File: config.mk
export PLATFORM = sky130hd
export DESIGN_NAME = mem_access_unit
export DESIGN_NICKNAME = d
export VERILOG_FILES = /design/src/rtl/mem_pkg.sv /design/src/rtl/mem_lane_align.sv /design/src/rtl/mem_access_unit.sv
export SDC_FILE = /design/constraint.sdc
export NUM_CORES = 1
export LEC_CHECK = 0
export BUFFER_PORTS_ARGS = -buffer_cell sky130_fd_sc_hd__buf_2
export CELL_PAD_IN_SITES_DETAIL_PLACEMENT = 1
export CELL_PAD_IN_SITES_GLOBAL_PLACEMENT = 1
export CORE_ASPECT_RATIO = 1.25
export CORE_MARGIN = 2
export CORE_UTILIZATION = 40
export DETAILED_ROUTE_END_ITERATION = 10
export HOLD_SLACK_MARGIN = 0.05
export MAX_ROUTING_LAYER = met4
export PLACE_DENSITY = 0.87
export SLEW_MARGIN = 20
export SYNTH_ARGS = -nofsm -noshare
export SYNTH_HDL_FRONTEND = slang
export SYNTH_SLANG_ARGS = --single-unit
File: constraint.sdc
create_clock -name clk -period 6.5 [get_ports clk]
set_input_delay 1.3 -clock clk [delete_from_list [all_inputs] [get_ports clk]]
set_output_delay 1.3 -clock clk [all_outputs]
set_load 0.005 [all_outputs]
File: src/rtl/mem_pkg.sv
// Shared types for the M-stage memory access unit: FSM states, access size codes
// and the alignment rule.
package mem_pkg;

    typedef enum logic [1:0] {
        IDLE = 2'd0,
        REQ  = 2'd1,
        DONE = 2'd2
    } state_e;

    typedef enum logic [1:0] {
        SZ_WORD = 2'd0,
        SZ_HALF = 2'd1,
        SZ_BYTE = 2'd2,
        SZ_RSVD = 2'd3
    } size_e;

    // The reserved size code behaves as a word access.
    function automatic logic is_misaligned(input size_e size, input logic [1:0] lo);
        case (size)
            SZ_HALF: return lo[0];
            SZ_BYTE: return 1'b0;
            default: return lo != 2'b00;
        endcase
    endfunction

endpackage

File: src/rtl/mem_lane_align.sv
// Little-endian lane steering: byte enables and store replication on the way out,
// lane extraction and sign/zero extension of read data on the way back.
module mem_lane_align
    import mem_pkg::*;
(
    input  size_e       size_i,
    input  logic [1:0]  addr_lo_i,
    input  logic        ext_i,
    input  logic [31:0] wdata_i,
    input  logic [31:0] rdata_i,
    output logic [3:0]  be_o,
    output logic [31:0] wdata_o,
    output logic [31:0] rdata_o
);

    logic [7:0]  byte_lane;
    logic [15:0] half_lane;

    assign byte_lane = rdata_i[{addr_lo_i, 3'b000} +: 8];
    assign half_lane = addr_lo_i[1] ? rdata_i[31:16] : rdata_i[15:0];

    always_comb begin
        // NOTE: every output is given a default before the case so no path infers a latch.
        be_o    = 4'b1111;
        wdata_o = wdata_i;
        rdata_o = rdata_i;
        case (size_i)
            SZ_HALF: begin
                be_o    = addr_lo_i[1] ? 4'b1100 : 4'b0011;
                wdata_o = {2{wdata_i[15:0]}};
                rdata_o = {{16{ext_i & half_lane[15]}}, half_lane};
            end
            SZ_BYTE: begin
                be_o    = 4'b0001 << addr_lo_i;
                wdata_o = {4{wdata_i[7:0]}};
                rdata_o = {{24{ext_i & byte_lane[7]}}, byte_lane};
            end
            default: ;
        endcase
    end

endmodule

File: src/rtl/mem_access_unit.sv
// M-stage load/store unit: turns one access into a single-beat req/ack bus
// transaction, stalling the pipeline until it completes or times out.
module mem_access_unit
    import mem_pkg::*;
#(
    parameter int unsigned TIMEOUT_CYCLES = 16,
    parameter int unsigned CNT_W          = 5
) (
    input  logic        clk,
    input  logic        reset,
    input  logic        MemRead_M,
    input  logic        MemWrite_M,
    input  logic [1:0]  MemSize_M,
    input  logic        BHExt_M,
    input  logic [31:0] Addr_M,
    input  logic [31:0] WData_M,
    output logic        stall_M,
    output logic [31:0] LoadData_M,
    output logic        load_valid_M,
    output logic        AdE_M,
    output logic        BusErr_M,
    output logic        bus_req,
    output logic        bus_we,
    output logic [31:0] bus_addr,
    output logic [3:0]  bus_be,
    output logic [31:0] bus_wdata,
    input  logic        bus_ack,
    input  logic [31:0] bus_rdata
);

    localparam logic [CNT_W-1:0] CNT_LAST = CNT_W'(TIMEOUT_CYCLES - 1);

    state_e           state_q;
    logic [CNT_W-1:0] cnt_q;
    logic [31:0]      addr_q, wdata_q, load_data_q;
    size_e            size_q;
    logic             we_q, ext_q, load_valid_q, bus_err_q;

    size_e       size_m;
    logic        access, misaligned, start, in_req;
    logic [3:0]  be_w;
    logic [31:0] wdata_w, rdata_w;

    assign size_m     = size_e'(MemSize_M);
    assign access     = MemRead_M | MemWrite_M;
    assign misaligned = is_misaligned(size_m, Addr_M[1:0]);
    assign start      = (state_q == IDLE) && access && !misaligned;
    assign in_req     = (state_q == REQ);

    mem_lane_align u_align (
        .size_i   (size_q),
        .addr_lo_i(addr_q[1:0]),
        .ext_i    (ext_q),
        .wdata_i  (wdata_q),
        .rdata_i  (bus_rdata),
        .be_o     (be_w),
        .wdata_o  (wdata_w),
        .rdata_o  (rdata_w)
    );

    always_ff @(posedge clk or posedge reset) begin
        if (reset) begin
            // NOTE: the captured access fields are reset too, so the bus outputs and
            // LoadData_M are defined from the first cycle after reset.
            state_q      <= IDLE;
            cnt_q        <= '0;
            addr_q       <= '0;
            wdata_q      <= '0;
            size_q       <= SZ_WORD;
            we_q         <= 1'b0;
            ext_q        <= 1'b0;
            load_data_q  <= '0;
            load_valid_q <= 1'b0;
            bus_err_q    <= 1'b0;
        end else begin
            // NOTE: non-blocking assignments keep every register reading last-cycle values.
            load_valid_q <= 1'b0;
            bus_err_q    <= 1'b0;
            case (state_q)
                IDLE: begin
                    if (start) begin
                        addr_q  <= Addr_M;
                        wdata_q <= WData_M;
                        size_q  <= size_m;
                        we_q    <= MemWrite_M;
                        ext_q   <= BHExt_M;
                        cnt_q   <= '0;
                        state_q <= REQ;
                    end
                end
                REQ: begin
                    cnt_q <= cnt_q + CNT_W'(1);
                    if (bus_ack) begin
                        if (!we_q) begin
                            load_data_q  <= rdata_w;
                            load_valid_q <= 1'b1;
                        end
                        state_q <= DONE;
                    end else if (cnt_q == CNT_LAST) begin
                        // Timeout: a load still retires, but with zero data and a bus error.
                        if (!we_q) begin
                            load_data_q  <= '0;
                            load_valid_q <= 1'b1;
                        end
                        bus_err_q <= 1'b1;
                        state_q   <= DONE;
                    end
                end
                DONE: begin
                    cnt_q   <= '0;
                    state_q <= IDLE;
                end
                default: state_q <= IDLE;
            endcase
        end
    end

    assign stall_M      = start | in_req;
    assign AdE_M        = (state_q == IDLE) && access && misaligned;
    assign load_valid_M = load_valid_q;
    assign BusErr_M     = bus_err_q;
    assign LoadData_M   = load_data_q;

    assign bus_req   = in_req;
    assign bus_we    = in_req & we_q;
    assign bus_addr  = in_req ? {addr_q[31:2], 2'b00} : 32'h0;
    assign bus_be    = in_req ? be_w : 4'b0000;
    assign bus_wdata = in_req ? wdata_w : 32'h0;

endmodule

==> results of run 1 <==
## kinds of logic (layout without fill, tap and decap cells)
group	Yosys count	in the layout	share of synthesized area
mux	79	79	0.162
fa+ha+maj	6	6	0.0136
buf+inv	65	252	0.0563
compound gates	128	128	0.175
xor+xnor	1	1	0.00159
simple gates	99	99	0.0958
other cells	1	2	0.000681
flops	109	109	0.495
## per-layer routing
layer  global-route usage  vias to the layer above  share of wire
met5                    -                        -              0
met4               0.0798                        0          0.021
met3               0.0625                       24          0.082
met2                0.418                      202           0.50
met1                0.286                     2365           0.39
li1                     -                     2133              -
## worst max-delay path: stages
cell	delay (ns)
buf_2	0.11
ha_1	0.31
o21ai_0	0.35
o2111ai_4	0.36
nand2_1	0.15
buf_2	0.14
## report_power, final
part           total (W)  switching (W)  internal (W)
combinational    0.00148       0.000780      0.000703
clock           0.000565       0.000254      0.000311
sequential       0.00124       0.000248      0.000994
## registers in the layout (all words and copies together), names as in the netlist
signal / count
BusErr_M: 1
LoadData_M: 32
addr_q: 32
cnt_q: 5
ext_q: 1
load_valid_M: 1
size_q: 2
state_q: 2
wdata_q: 32
we_q: 1
## worst paths after layout
path                                         endpoint  slack (ns)  cells past startpoint
setup / recovery                              stall_M        2.49                      6
hold / removal             LoadData_M[14]$_DFFE_PP0P_        0.48                      1
setup reg to reg           LoadData_M[20]$_DFFE_PP0P_        3.88                      7
hold reg to reg            LoadData_M[14]$_DFFE_PP0P_        0.48                      1
max in group asynchronous      wdata_q[3]$_DFFE_PP0P_        4.27                      3
min in group asynchronous          BusErr_M$_DFF_PP0_        1.08                      2
## placed cells by master, fill, tap and decap left out, types with 3 or more instances in the layout
cell	n
o211ai_1	9
clkbuf_16	9
mux2_2	46
buf_2	207
a22oi_1	8
nor2_1	16
nor2b_1	3
buf_4	6
and3_1	41
a21oi_1	34
nand2_1	27
mux2_1	32
a32o_1	3
ha_1	6
a221o_1	29
dfrtp_1	109
a21o_1	8
o21a_1	3
inv_1	22
o21ai_0	20
## cell type report
cell class                 count  area (sq um)  area share
sequential                   109          2730       0.395
multi-input combinational    315          2500       0.361
timing repair buffer         213          1080       0.156
clock buffer                  11           243      0.0351
tap                          171           214      0.0310
inverter                      23          88.8      0.0129
clock inverter                 5          60.1     0.00869
## stage by stage
| step | utilization | total power, W | std cells |
|---|---|---|---|
| 6_report | 0.518 | 0.00329 | 847 |
| 4_1_cts | 0.518 | 0.00332 | 847 |
| 5_1_grt | 0.518 | 0.00354 | 847 |
| 2_1_floorplan | - | 0.00215 | 489 |
| 3_5_place_dp | 0.495 | 0.00275 | 831 |
| 3_3_place_gp | 0.495 | 0.00265 | 831 |
==> flow_summary_export.csv, run 1 <==
group,metric,value,unit
global_route,grt_overflow,0,
sta,setup_viol,0,
sta,slew_viol_final,0,
clocking,cts-root-buf,"clkbuf_16",
critical_path,reg2reg_from,"size_q[0]$_DFFE_PP0P_",
synthesis,synth_top_area_frac,0.495,
synthesis,synth.avg_cell_area,11.3,sq um
synthesis,async_flop_share,1.00,
global_route,grt_pass1_wl,27400,um
die,dieArea,14700,sq um
sta,max_freq,0.249,GHz
clocking,post-cts-setup-buffers,0,
die,die_h,135,um
final_layout,num_antenna_cells,0,
final_layout,areaGrowthSynthToFinish,25.4,%
clocking,cts_tree,"done",
clocking,cts.clk_slew.worst_paths,0.07,ns
global_route,antenna_found_initial,0,
min_path,worstHoldPathType,"reg2reg",
critical_path,worstPathRequired,5.20,ns
drt,routed_wl,17300,um
drt,wl_per_cell,20.4,um
die,die_width,109,um
drt,num_vias,4724,
drt,drtAntennaViolNets,0,
clocking,cts_sinks,109,
critical_path,critPathLaunch,"MemSize_M[0]",
synthesis,synth_area_leaders,"dfrtp_1, mux2_2, mux2_1",
sta,relSlewSlack,0.330,
clocking,cts_max_level,3,
clocking,cts-buffers-inserted,9,
global_route,grt_pass1_vias,5216,
synthesis,synth_cell_types,49,
synthesis,synth.largest_area_cell,"dfrtp_1",
synthesis,ys_ff_latch,109,
final_layout,drive_gt1_frac,0.428,
die,ios,210,
sta,finalCritPeriodShare,0.617,
drt,drc,0,
power,p_leak,3.57,nW
power,p_per_area,476,nW/um^2
synthesis,yosysWarnings,0,
global_route,grt_max_degree,65,
job,drv_cap,0,
die,initial_core_util,0.413,
sta,rsz0062_at_grt,"false",
drt,drt-initial-drc-count,260,
final_layout,final_area,6910,sq um
critical_path,cp_max_fo,13,
sta,fin_crit,4.01,ns
place,portBuffers,207,
critical_path,path_class,"in2out",
sta,fin_skew,0.00979,ns
synthesis,ys_seq_area_frac,0.495,
place,dp_hpwl,12800,um
sta,setup_tns,0,ns
final_layout,fill_cells,1540,
min_path,hold_path_startpoint,"LoadData_M[14]$_DFFE_PP0P_",
die,rows,47,
clocking,clk_path_buf_depth,2,
sta,fin_hold_ws,0.481,ns
place,place_ws,2.49,ns
critical_path,cp-start-kind,"input pin",
place,gp_congestion,0.896,
sta,worst_slack,2.49,ns
synthesis,synth_edf_count,0,
sta,tightest_slew,1.00,ns
critical_path,worst_setup_path_end_kind,"primary output",
drt,vias_per_cell,5.58,
die,coreArea,13300,sq um
synthesis,synthCells,488,
drt,dr.pass1.iters,4,
synthesis,synth.top_cells.by_count,"dfrtp_1, mux2_2, and3_1",
sta,hold_viol,0,
synthesis,synthFlopType,"dfrtp_1",
critical_path,crit_arrival,2.71,ns
place,dpl-instance-area,6610,sq um
power,peakVddDrop,0.193,mV
clocking,ctsHoldBuffers,0,
final_layout,finalNetCount,781,
clocking,ctsResizeCount,0,
synthesis,syn-cell-area,5510,sq um
status,status,"completed",
clocking,insertion_delay,0.35,ns
global_route,grt_util_all_layers,0.247,
synthesis,synth_most_common_cell,"dfrtp_1",
(Power assumes the default switching activity.)
==> inputs of run 2 (changes only) <==
Settings changed: ABC_AREA from default to 1, CORE_UTILIZATION 40 to 35, PLACE_DENSITY 0.87 to 0.82.
Clock period 6.5 ns to 4 ns, I/O delays scaled along.
==> run 2 against run 1 <==
Compared with the run above: clock skew fell by 0.0011 ns; sequential power rose by 48%; critical path depth rose by 1; cell area rose by 2.9%; total power rose by 75%; largest cell class unchanged; synthesized cell count rose by 50%; cell count rose by 34%.
==> flow_summary_export.csv, run 2 <==
group,metric,value,unit
status,status,"completed",
synthesis,yosysWarnings,0,
clocking,cts_sinks,109,
clocking,cts-root-buf,"clkbuf_16",
clocking,cts.clk_slew.worst_paths,0.08,ns
global_route,grt_util_met2,0.383,
critical_path,worstPathRequired,3.20,ns
sta,hold_viol,0,
global_route,met1_usage,0.252,
global_route,grt_max_degree,61,
place,place_ws,1.02,ns
critical_path,worstPathCellList,"inv_1 -> ha_1 -> inv_2 -> buf_4 -> o21ai_0 -> nor2_1 -> buf_2",
synthesis,synth.largest_area_cell,"dfrtp_1",
final_layout,final_common_cell,"buf_2",
place,dp_hpwl,13300,um
min_path,whs_endpoint,"LoadData_M[4]$_DFFE_PP0P_",
critical_path,cp_top_family,"buffers and inverters",
sta,slew_viol_final,0,
clocking,cts_max_level,3,
critical_path,path_buf_inv,4,
critical_path,r2r-end,"addr_q[2]$_DFFE_PP0P_",
place,portBuffers,207,
global_route,grt_pass1_wl,29200,um
die,coreArea,15700,sq um
critical_path,reg2reg_from,"state_q[0]$_DFFE_PP0P_",
critical_path,cp_max_fo,39,
global_route,grt_util_all_layers,0.221,
clocking,post-cts-setup-buffers,0,
sta,setup_viol,0,
drt,routed_wl,17900,um
clocking,cts-buffers-inserted,9,
clocking,cts_tree,"done",
die,dieArea,17200,sq um
die,ios,210,
final_layout,areaGrowthSynthToFinish,26.0,%
critical_path,crit_arrival,2.17,ns
die,initial_core_util,0.359,
drt,dr.pass1.iters,4,
critical_path,critical-path-max-stage-delay,0.42,ns
die,rows,51,
critical_path,cp-start-kind,"register",
min_path,hold_path_startpoint,"LoadData_M[4]$_DFFE_PP0P_",
synthesis,synth.avg_cell_area,7.73,sq um
global_route,grt_overflow,0,
synthesis,synth_edf_count,0,
global_route,grt_pass1_vias,5836,
synthesis,ys_ff_latch,109,
power,p_leak,4.04,nW
critical_path,worst_setup_path_end_kind,"primary output",
critical_path,crit_cells,7,
sta,setup_tns,0,ns
drt,drt-initial-drc-count,261,
final_layout,drive_gt1_frac,0.306,
sta,max_freq,0.336,GHz
final_layout,fin_cells,1134,
critical_path,r2r_cells,6,
synthesis,synth_cell_types,35,
global_route,grt_use_met3,0.0482,
die,die_width,118,um
sta,fin_skew,0.00865,ns
clocking,ctsHoldBuffers,0,
synthesis,synth_area_leaders,"dfrtp_1, nand2_1, nor2_1",
power,peakVddDrop,0.389,mV
synthesis,synth.top_cells.by_count,"nand2_1, nor2_1, dfrtp_1",
sta,finalCritPeriodShare,0.743,
drt,drc,0,
synthesis,synthCells,730,
min_path,worstHoldPathType,"reg2reg",
drt,drtAntennaViolNets,0,
sta,rsz0062_at_grt,"false",
critical_path,regToRegSetupSlack,1.84,ns
place,gp_congestion,0.876,
place,dp_cells,1118,
critical_path,crit_slowest_cell,"buf_4",
job,drv_cap,0,
synthesis,synth_most_common_cell,"nand2_1",
die,die_h,146,um
synthesis,synth_top_area_frac,0.484,
synthesis,synthFlopType,"dfrtp_1",
global_route,antenna_found_initial,0,
power,p_per_area,812,nW/um^2
sta,relSlewSlack,0.431,
synthesis,syn-cell-area,5640,sq um
drt,num_vias,5502,
sta,tightest_slew,0.851,ns
sta,worst_slack,1.03,ns
critical_path,path_class,"reg2out",
synthesis,ys_seq_area_frac,0.484,
drt,wl_per_cell,15.8,um
drt,vias_per_cell,4.85,
sta,fin_crit,2.97,ns
synthesis,async_flop_share,1.00,
final_layout,finalNetCount,1027,
global_route,top_usage_layer,"met2",
clocking,insertion_delay,0.36,ns
clocking,clk_path_buf_depth,2,
min_path,hold_path_depth,2,
final_layout,num_antenna_cells,0,
final_layout,mostFrequentLayoutCells,"buf_2, nand2_1, nor2_1",
clocking,ctsResizeCount,0,
==> run 2: changes by cell type after synthesis, sizes merged, moves of 9 or more <==
cell / previous run / this run
nand2: 27 / 187
nor2: 18 / 150
mux2: 79 / 17
inv: 23 / 75
a21oi: 35 / 77
and3: 41 / 0
a221o: 31 / 0
nand3: 1 / 26
clkbuf: 19 / 8
a22oi: 9 / 0
o211ai: 9 / 0
o22ai: 0 / 9
==> run 2: layout make-up <==
| type | count | area (sq um) |
|---|---|---|
| clock buffers | 9 | 225 |
| clock inverters | 7 | 88.8 |
| fillers | 2033 | 8590 |
| inverters | 76 | 288 |
| multi-input cells | 507 | 2430 |
| flip-flops and latches | 109 | 2730 |
| well taps | 212 | 265 |
| repair buffers | 214 | 1090 |
==> run 2: per-stage QoR <==
step | hold WS [ns] | cell area, sq um | utilization | total power [W]
floorplan | 0.442 | 5640 | - | 0.00376
global placement | 0.457 | 6790 | 0.433 | 0.00474
detailed placement | 0.461 | 6790 | 0.433 | 0.00485
CTS | 0.481 | 7110 | 0.453 | 0.00583
finish | 0.475 | 7110 | 0.453 | 0.00577
global route | 0.510 | 7110 | 0.453 | 0.00629
==> run 2: report_power, final <==
part           switching (W)  total (W)  internal (W)
sequential          0.000241    0.00184       0.00160
combinational        0.00192    0.00297       0.00106
clock               0.000452   0.000955      0.000503
==> run 2: logic make-up (layout without fill, tap and decap cells) <==
group | count (synthesis) | count (layout) | synth area share
compound gates | 111 | 111 | 0.104
xor+xnor | 1 | 1 | 0.00155
fa+ha+maj | 6 | 6 | 0.0133
buf+inv | 115 | 306 | 0.0887
flops | 109 | 109 | 0.484
mux | 17 | 17 | 0.0339
other cells | 1 | 2 | 0.000665
simple gates | 370 | 370 | 0.274
==> run 2: worst reg2reg max path: stages, from the launching register on <==
cell and delay, ns:
dfrtp_1 0.41, nor3_1 0.11, nand2_4 0.33, buf_4 0.46
buf_4 0.50, nor2_1 0.10, a21oi_1 0.16
==> run 2: how the worst max path moves through the flow <==
stage                     startpoint                     end  slack, ns
6_report       size_q[0]$_DFFE_PP0P_           bus_wdata[16]       1.03
5_1_grt        size_q[0]$_DFFE_PP0P_               bus_be[2]       0.89
4_1_cts        size_q[0]$_DFFE_PP0P_           bus_wdata[16]       0.98
3_5_place_dp            MemSize_M[1]   addr_q[2]$_DFFE_PP0P_       1.02
3_3_place_gp            MemSize_M[1]  addr_q[13]$_DFFE_PP0P_       1.12
2_1_floorplan                  reset      BusErr_M$_DFF_PP0_       0.33
==> run 2: layer usage <==
metal / share of wire / up-vias
met5: 0 / -
li1: - / 2641
met1: 0.42 / 2670
met3: 0.056 / 18
met2: 0.51 / 173
met4: 0.017 / 0
